$ cat src/rtl/sobel_pkg.sv
// Shared types and sizing helpers for the Sobel front end.
// Imported by the frame controller, its bus interface and the position counter.
package sobel_pkg;

    localparam int DEFAULT_IMG_WIDTH  = 128;
    localparam int DEFAULT_IMG_HEIGHT = 128;

    typedef enum logic [2:0] {
        ST_IDLE,
        ST_CLEAR,
        ST_PRIME,
        ST_STREAM,
        ST_DONE
    } state_t;

    // Counter width for a dimension of n positions (0..n-1).
    function automatic int cnt_width(input int n);
        return $clog2(n);
    endfunction

endpackage

$ cat src/rtl/sobel_frame_ctrl_if.sv
// Pixel handshake, line-buffer control and window-flag bundle of the frame controller.
// master is the surrounding pipeline; slave is sobel_frame_ctrl.
interface sobel_frame_ctrl_if #(
    parameter int IMG_WIDTH  = sobel_pkg::DEFAULT_IMG_WIDTH,
    parameter int IMG_HEIGHT = sobel_pkg::DEFAULT_IMG_HEIGHT
);
    localparam int CW = sobel_pkg::cnt_width(IMG_WIDTH);
    localparam int RW = sobel_pkg::cnt_width(IMG_HEIGHT);

    logic          s_valid;
    logic          s_ready;
    logic          lb_valid_in;
    logic          lb_clear;
    logic          m_ready;
    logic          win_valid;
    logic [RW-1:0] win_row;
    logic [CW-1:0] win_col;
    logic          win_sof;
    logic          win_eol;
    logic          win_eof;

    modport master (
        output s_valid, m_ready,
        input  s_ready, lb_valid_in, lb_clear,
        input  win_valid, win_row, win_col, win_sof, win_eol, win_eof
    );

    modport slave (
        input  s_valid, m_ready,
        output s_ready, lb_valid_in, lb_clear,
        output win_valid, win_row, win_col, win_sof, win_eol, win_eof
    );

endinterface

$ cat src/rtl/sobel_pos_counter.sv
// Raster column/row counter with wrap and end-of-row / end-of-frame flags.
// Advances only when told to, so stalls simply hold the position.
module sobel_pos_counter
    import sobel_pkg::*;
#(
    parameter int WIDTH  = DEFAULT_IMG_WIDTH,
    parameter int HEIGHT = DEFAULT_IMG_HEIGHT,
    parameter int CW     = cnt_width(WIDTH),
    parameter int RW     = cnt_width(HEIGHT)
) (
    input  logic          clk,
    input  logic          rst,
    input  logic          clear,
    input  logic          advance,
    output logic [CW-1:0] col,
    output logic [RW-1:0] row,
    output logic          last_col,
    output logic          last_row
);

    assign last_col = (col == CW'(WIDTH - 1));
    assign last_row = (row == RW'(HEIGHT - 1));

    // Row wraps with the final column so the next frame starts at the origin.
    always_ff @(posedge clk) begin
        if (rst || clear) begin
            col <= '0;
            row <= '0;
        end else if (advance) begin
            if (last_col) begin
                col <= '0;
                row <= last_row ? '0 : row + RW'(1);
            end else begin
                col <= col + CW'(1);
            end
        end
    end

endmodule

$ cat src/rtl/sobel_frame_ctrl.sv
// Frame sequencer for the Sobel front end: clears and primes the line buffer,
// then streams pixels and flags the ones that complete a 3x3 window.
module sobel_frame_ctrl
    import sobel_pkg::*;
#(
    parameter int IMG_WIDTH  = DEFAULT_IMG_WIDTH,
    parameter int IMG_HEIGHT = DEFAULT_IMG_HEIGHT
) (
    input  logic               clk,
    input  logic               rst,
    input  logic               start,
    output logic               busy,
    output logic               done,
    output logic [15:0]        frame_cnt,
    sobel_frame_ctrl_if.slave  bus
);

    localparam int CW = cnt_width(IMG_WIDTH);
    localparam int RW = cnt_width(IMG_HEIGHT);

    state_t        state;
    state_t        next_state;
    logic          s_ready_int;
    logic          accept;
    logic          lb_clear_q;
    logic          win_valid;
    logic [CW-1:0] col;
    logic [RW-1:0] row;
    logic          last_col;
    logic          last_row;

    sobel_pos_counter #(
        .WIDTH  (IMG_WIDTH),
        .HEIGHT (IMG_HEIGHT),
        .CW     (CW),
        .RW     (RW)
    ) u_pos (
        .clk      (clk),
        .rst      (rst),
        .clear    (state == ST_CLEAR),
        .advance  (accept),
        .col      (col),
        .row      (row),
        .last_col (last_col),
        .last_row (last_row)
    );

    always_ff @(posedge clk) begin
        if (rst) begin
            state <= ST_IDLE;
        end else begin
            state <= next_state;
        end
    end

    always_comb begin
        next_state = state;
        unique case (state)
            ST_IDLE:   if (start) next_state = ST_CLEAR;
            ST_CLEAR:  next_state = ST_PRIME;
            ST_PRIME:  if (accept && last_col && (row == RW'(1))) next_state = ST_STREAM;
            ST_STREAM: if (accept && last_col && last_row) next_state = ST_DONE;
            ST_DONE:   next_state = ST_IDLE;
            default:   next_state = ST_IDLE;
        endcase
    end

    // Priming rows emit no windows, so only STREAM is throttled by the consumer.
    always_comb begin
        busy        = 1'b1;
        done        = 1'b0;
        s_ready_int = 1'b0;
        unique case (state)
            ST_IDLE:   busy = 1'b0;
            ST_PRIME:  s_ready_int = 1'b1;
            ST_STREAM: s_ready_int = bus.m_ready;
            ST_DONE:   done = 1'b1;
            default:   s_ready_int = 1'b0;
        endcase
    end

    // lb_clear is registered so the buffer stays cleared while rst is held.
    always_ff @(posedge clk) begin
        if (rst) begin
            lb_clear_q <= 1'b1;
            frame_cnt  <= '0;
        end else begin
            lb_clear_q <= (next_state == ST_CLEAR);
            if (state == ST_DONE) begin
                frame_cnt <= frame_cnt + 16'd1;
            end
        end
    end

    assign accept    = bus.s_valid & s_ready_int;
    assign win_valid = accept & (state == ST_STREAM) & (col >= CW'(2));

    assign bus.s_ready     = s_ready_int;
    assign bus.lb_valid_in = accept;
    assign bus.lb_clear    = lb_clear_q;

    // Window centre is one row and one column behind the incoming pixel.
    assign bus.win_valid = win_valid;
    assign bus.win_row   = win_valid ? row - RW'(1) : '0;
    assign bus.win_col   = win_valid ? col - CW'(1) : '0;
    assign bus.win_sof   = win_valid & (row == RW'(2)) & (col == CW'(2));
    assign bus.win_eol   = win_valid & last_col;
    assign bus.win_eof   = win_valid & last_col & last_row;

endmodule

$ cat src/flat_wrapper.sv
// flat-port wrapper written by rule: the top's interface ports become plain ports
module sobel_frame_ctrl_flat import sobel_pkg::*;
#(
    parameter int IMG_WIDTH  = DEFAULT_IMG_WIDTH,
    parameter int IMG_HEIGHT = DEFAULT_IMG_HEIGHT
)
  (clk, rst, start, busy, done, frame_cnt, bus_s_valid, bus_m_ready, bus_s_ready, bus_lb_valid_in, bus_lb_clear, bus_win_valid, bus_win_row, bus_win_col, bus_win_sof, bus_win_eol, bus_win_eof);
  sobel_frame_ctrl_if #(.IMG_WIDTH(IMG_WIDTH), .IMG_HEIGHT(IMG_HEIGHT)) bus_i ();
  input  logic clk;
  input  logic rst;
  input  logic start;
  output logic busy;
  output logic done;
  output logic [15:0] frame_cnt;
  input wire logic [$bits(bus_i.s_valid)-1:0] bus_s_valid;
  input wire logic [$bits(bus_i.m_ready)-1:0] bus_m_ready;
  output wire logic [$bits(bus_i.s_ready)-1:0] bus_s_ready;
  output wire logic [$bits(bus_i.lb_valid_in)-1:0] bus_lb_valid_in;
  output wire logic [$bits(bus_i.lb_clear)-1:0] bus_lb_clear;
  output wire logic [$bits(bus_i.win_valid)-1:0] bus_win_valid;
  output wire logic [$bits(bus_i.win_row)-1:0] bus_win_row;
  output wire logic [$bits(bus_i.win_col)-1:0] bus_win_col;
  output wire logic [$bits(bus_i.win_sof)-1:0] bus_win_sof;
  output wire logic [$bits(bus_i.win_eol)-1:0] bus_win_eol;
  output wire logic [$bits(bus_i.win_eof)-1:0] bus_win_eof;
  assign bus_i.s_valid = bus_s_valid;
  assign bus_i.m_ready = bus_m_ready;
  assign bus_s_ready = bus_i.s_ready;
  assign bus_lb_valid_in = bus_i.lb_valid_in;
  assign bus_lb_clear = bus_i.lb_clear;
  assign bus_win_valid = bus_i.win_valid;
  assign bus_win_row = bus_i.win_row;
  assign bus_win_col = bus_i.win_col;
  assign bus_win_sof = bus_i.win_sof;
  assign bus_win_eol = bus_i.win_eol;
  assign bus_win_eof = bus_i.win_eof;
  sobel_frame_ctrl #(.IMG_WIDTH(IMG_WIDTH), .IMG_HEIGHT(IMG_HEIGHT)) u_core (.clk(clk), .rst(rst), .start(start), .busy(busy), .done(done), .frame_cnt(frame_cnt), .bus(bus_i));
endmodule
$ cat config.mk
export PLATFORM = sky130hd
export DESIGN_NAME = sobel_frame_ctrl_flat
export DESIGN_NICKNAME = d
export VERILOG_FILES = /design/src/rtl/sobel_pkg.sv /design/src/rtl/sobel_frame_ctrl_if.sv /design/src/rtl/sobel_pos_counter.sv /design/src/rtl/sobel_frame_ctrl.sv /design/src/flat_wrapper.sv
export SDC_FILE = /design/constraint.sdc
export NUM_CORES = 1
export LEC_CHECK = 0
export ABC_AREA = 0
export CELL_PAD_IN_SITES_DETAIL_PLACEMENT = 0
export CELL_PAD_IN_SITES_GLOBAL_PLACEMENT = 1
export CORE_ASPECT_RATIO = 2
export CORE_UTILIZATION = 40
export CTS_CLUSTER_DIAMETER = 120
export DETAILED_ROUTE_END_ITERATION = 7
export HOLD_SLACK_MARGIN = 0.02
export PLACE_DENSITY_LB_ADDON = 0.3
export SLEW_MARGIN = 20
export SYNTH_ARGS = -nofsm -noshare
export SYNTH_HDL_FRONTEND = slang
export SYNTH_SLANG_ARGS = --single-unit
$ cat constraint.sdc
create_clock -name clk -period 5.2 [get_ports clk]
set_input_delay 0.78 -clock clk [delete_from_list [all_inputs] [get_ports clk]]
set_output_delay 0.78 -clock clk [all_outputs]
set_load 0.1 [all_outputs]
==> out/summary.txt <==
Routability-driven placement congestion ratio = 0.811
Number of nets in the layout = 304
Final worst path period share = 70.8%
Max-slew violation count = 0
Clk buf depth = 2
DR DRC count = 0
Share of post-route cells with drive strength above 1 = 11.3%
Wirelength per Cell = 13.7 um
Slew at the pin closest to its max-slew limit = 966 ps
Wire length of the first global-routing pass = 7710 um
Classification of the worst-slack hold path = reg2reg
Num rows = 36
Number of non-filler instances in the completed layout = 348
Maximum operating frequency = 0.272 GHz
VDD IR max = 220 uV
Critical-path cell with the highest stage delay = sky130_fd_sc_hd__clkdlybuf4s50_1
Post-place instance area = 2430 um2
Max cap viols = 0
I/O Buffers = 43
Unique cell type count in the Yosys netlist = 47
Total net switching power = 0.137 mW
Worst path most repeated cell = sky130_fd_sc_hd__or3_1
Violation count after the first detailed-route iteration = 30
Post-layout utilization of the core = 51.2%
Initial core utilization = 42.1%
Yosys synthesis warning count = 0
Count of boundary I/O pins = 44
Post-route setup slack = 1520 ps
Count of state elements after synthesis = 34
Critical path launch point type = input port
Number of nets with antenna violations after detailed routing = 0
Clock tree skew after final layout = 5.66 ps
Portion of the post-synthesis area used by sequential elements = 32.9%
Number of antenna violations at the first check in global routing = 0
Total power density per cell area = 201 nW/um2
Required time of the worst setup path = 4420 ps
Overall fraction of global-route tracks in use = 18.4%
Arrival time of data at the critical path endpoint = 2900 ps
Router iterations before antenna repair = 4
Gate Count Post-Synth = 255
RSZ-0062 raised after global routing = false
Relative contribution of the clock network to total power = 36.7%
List of cells traversed by the critical path = clkdlybuf4s50_1 -> nand2_1 -> or3_1 -> or3_1 -> nor2_1 -> buf_4
Fill cell instance count of the final layout = 507
Master cell of the clock root buffer = sky130_fd_sc_hd__clkbuf_8
Total number of vias = 1890
Max_slew headroom = 35.4%
Count of flip-flops with a built-in enable after synthesis = 0
Final setup violation count = 0
Number of clock buffers inserted by TritonCTS = 5
H-tree level count = 2
Cell type with the largest total area after synthesis = sky130_fd_sc_hd__dfxtp_1
Share of synthesized registers carrying an async set or reset = 0%
Delay of the slowest critical-path stage = 550 ps
Resized cells post-CTS = 0
Leakage = 0.947 nW
Run status = finished, final reports clean
Synth-to-Final Area Change = 21.5%
Total internal power = 0.368 mW
Portion of total power attributed to sequential cells = 53.0%
Combinational share of power = 10.3%
Post-DP HPWL = 3550 um
Core box area = 4910 um2
Overall power = 0.505 mW
Largest net degree at the start of global routing = 25
DIE HEIGHT = 104 um
Average footprint of a synthesized cell = 8.11 um2
Category of the most critical setup path = in2out
Congestion Overflow GR = 0
Hold slack = 485 ps
Clock transition at the registers of the reported paths = 70 ps
Total inserted antenna cells = 0
Prevailing post-synth register cell = sky130_fd_sc_hd__dfxtp_1
Number of sinks driven by the clock tree = 34
Number of endpoints with negative hold slack in the final report = 0
Final instance area = 2510 um2
Fin crit period = 3680 ps
Post-synth net total = 268
Capturing element type of the critical path = primary output
Fraction of power spent switching nets = 27.2%
Post-CTS setup buffer count = 0
CTS tree = yes
Die Width = 52.8 um
Number of global-route vias before repair = 1677
Die Footprint = 5480 um2
Post-placement worst setup slack = 1530 ps
Cell count after placement = 341
Via/cell ratio = 5.43
Insertion delay to the later sink of the worst-skew pair = 280 ps
Total wire length = 4780 um
Total of hold buffers inserted after clock tree synthesis = 0
Highest net fanout along the worst path = 15
Post-synth top area share = 32.9%
Mapped cell area = 2070 um2
Final setup TNS = 0 ps
Top post-synthesis cells by area = sky130_fd_sc_hd__dfxtp_1, sky130_fd_sc_hd__xnor2_1, sky130_fd_sc_hd__nor2_1, sky130_fd_sc_hd__ha_1, sky130_fd_sc_hd__xor2_1
## per-layer routing
metal,global-route usage (%),part of all wire [%],routed length [um],up-vias
li1,-,-,-,973
met1,21.7,42,2000,852
met2,30.8,52,2490,53
met3,2.64,3.2,151,12
met4,8.83,2.7,127,0
met5,0,0,0,-
## synth_stat cells (all sizes together), types with 2 or more instances
| cell | number |
|---|---|
| nor4 | 4 |
| nand4 | 8 |
| nand2b | 4 |
| and2 | 3 |
| nor2b | 3 |
| buf | 7 |
| ha | 8 |
| nor3b | 3 |
| and3 | 4 |
| dfxtp | 34 |
| nor2 | 36 |
| or4 | 10 |
| clkbuf | 7 |
| nand2 | 16 |
| o311ai | 2 |
| nand3 | 12 |
| xor2 | 8 |
| a311oi | 3 |
| or3 | 5 |
| o21ai | 5 |
| o31ai | 8 |
| xnor2 | 16 |
| inv | 12 |
| nor3 | 11 |
| or2 | 3 |
| mux2i | 2 |
| a21oi | 11 |
## logic make-up after synthesis
| kind of cell | count (synthesis) | share of synthesized area [%] |
|---|---|---|
| and+or+nand+nor | 126 | 32.8 |
| AOI/OAI and AO/OA | 35 | 11.7 |
| DFF | 34 | 32.9 |
| buffers and inverters | 26 | 6.54 |
| xor gates and xnor gates | 24 | 10.2 |
| adders and majority gates | 8 | 4.84 |
| muxes | 2 | 0.969 |
## state kept, by name, summed over array words and instances, names as in the netlist
signal               cells
u_core.frame_cnt        16
u_core.u_pos.col         7
u_core.u_pos.row         7
u_core.state             3
u_core.bus.lb_clear      1
## worst paths after layout
kind / slack (ps) / cells after the start / end / start
max reg2reg: 3060 / 5 / u_core.u_pos.row[4] / u_core.u_pos.col[1]
min reg2reg: 490 / 2 / u_core.frame_cnt[15] / u_core.frame_cnt[15]
min: 490 / 2 / u_core.frame_cnt[15] / u_core.frame_cnt[15]
max: 1520 / 6 / bus_win_eof / bus_s_valid
## layout make-up
| type | instances | area, um2 | area share (%) |
|---|---|---|---|
| clock buffer | 5 | 68.8 | 2.74 |
| clock inverter | 2 | 10.0 | 0.398 |
| inverter | 12 | 45.0 | 1.79 |
| multi-input combinational | 195 | 1250 | 49.8 |
| sequential | 34 | 681 | 27.1 |
| tap | 57 | 71.3 | 2.84 |
| timing repair buffer | 43 | 385 | 15.3 |
## worst max-delay path, delay by kind of cell
family / cells / cell delay, ps
buffers and inverters: 2 / 850
AND/OR/NAND/NOR: 4 / 1260
## power groups by stage
stage	logic, mW	clock network [mW]	registers, mW
after floorplan	0.0372	0	0.275
after global placement	0.0527	0	0.274
after detailed placement	0.0525	0	0.274
after CTS	0.0527	0.190	0.268
after global routing	0.0559	0.201	0.268
final	0.0522	0.186	0.268
## placed cells by master (no fill, tap or decap), types with 2 or more instances in the layout
| cell type | n |
|---|---|
| sky130_fd_sc_hd__o21ai_0 | 5 |
| sky130_fd_sc_hd__and3_1 | 4 |
| sky130_fd_sc_hd__a311oi_1 | 3 |
| sky130_fd_sc_hd__and2_1 | 3 |
| sky130_fd_sc_hd__nor2_1 | 36 |
| sky130_fd_sc_hd__nor4_1 | 3 |
| sky130_fd_sc_hd__or4_1 | 9 |
| sky130_fd_sc_hd__inv_1 | 12 |
| sky130_fd_sc_hd__or3_1 | 5 |
| sky130_fd_sc_hd__nand2_1 | 16 |
| sky130_fd_sc_hd__xor2_1 | 8 |
| sky130_fd_sc_hd__mux2i_1 | 2 |
| sky130_fd_sc_hd__ha_1 | 8 |
| sky130_fd_sc_hd__nor3_1 | 11 |
| sky130_fd_sc_hd__dfxtp_1 | 34 |
| sky130_fd_sc_hd__nand2b_1 | 3 |
| sky130_fd_sc_hd__nand3_1 | 12 |
| sky130_fd_sc_hd__nand4_1 | 8 |
| sky130_fd_sc_hd__clkdlybuf4s50_1 | 25 |
| sky130_fd_sc_hd__buf_4 | 18 |
| sky130_fd_sc_hd__clkbuf_8 | 5 |
| sky130_fd_sc_hd__nor3b_1 | 3 |
| sky130_fd_sc_hd__a21oi_1 | 11 |
| sky130_fd_sc_hd__xnor2_1 | 16 |
| sky130_fd_sc_hd__or2_1 | 2 |
| sky130_fd_sc_hd__clkinv_2 | 2 |
| sky130_fd_sc_hd__nor2b_1 | 3 |
| sky130_fd_sc_hd__o31ai_1 | 7 |
No activity file was read; power rests on OpenSTA's default activity.
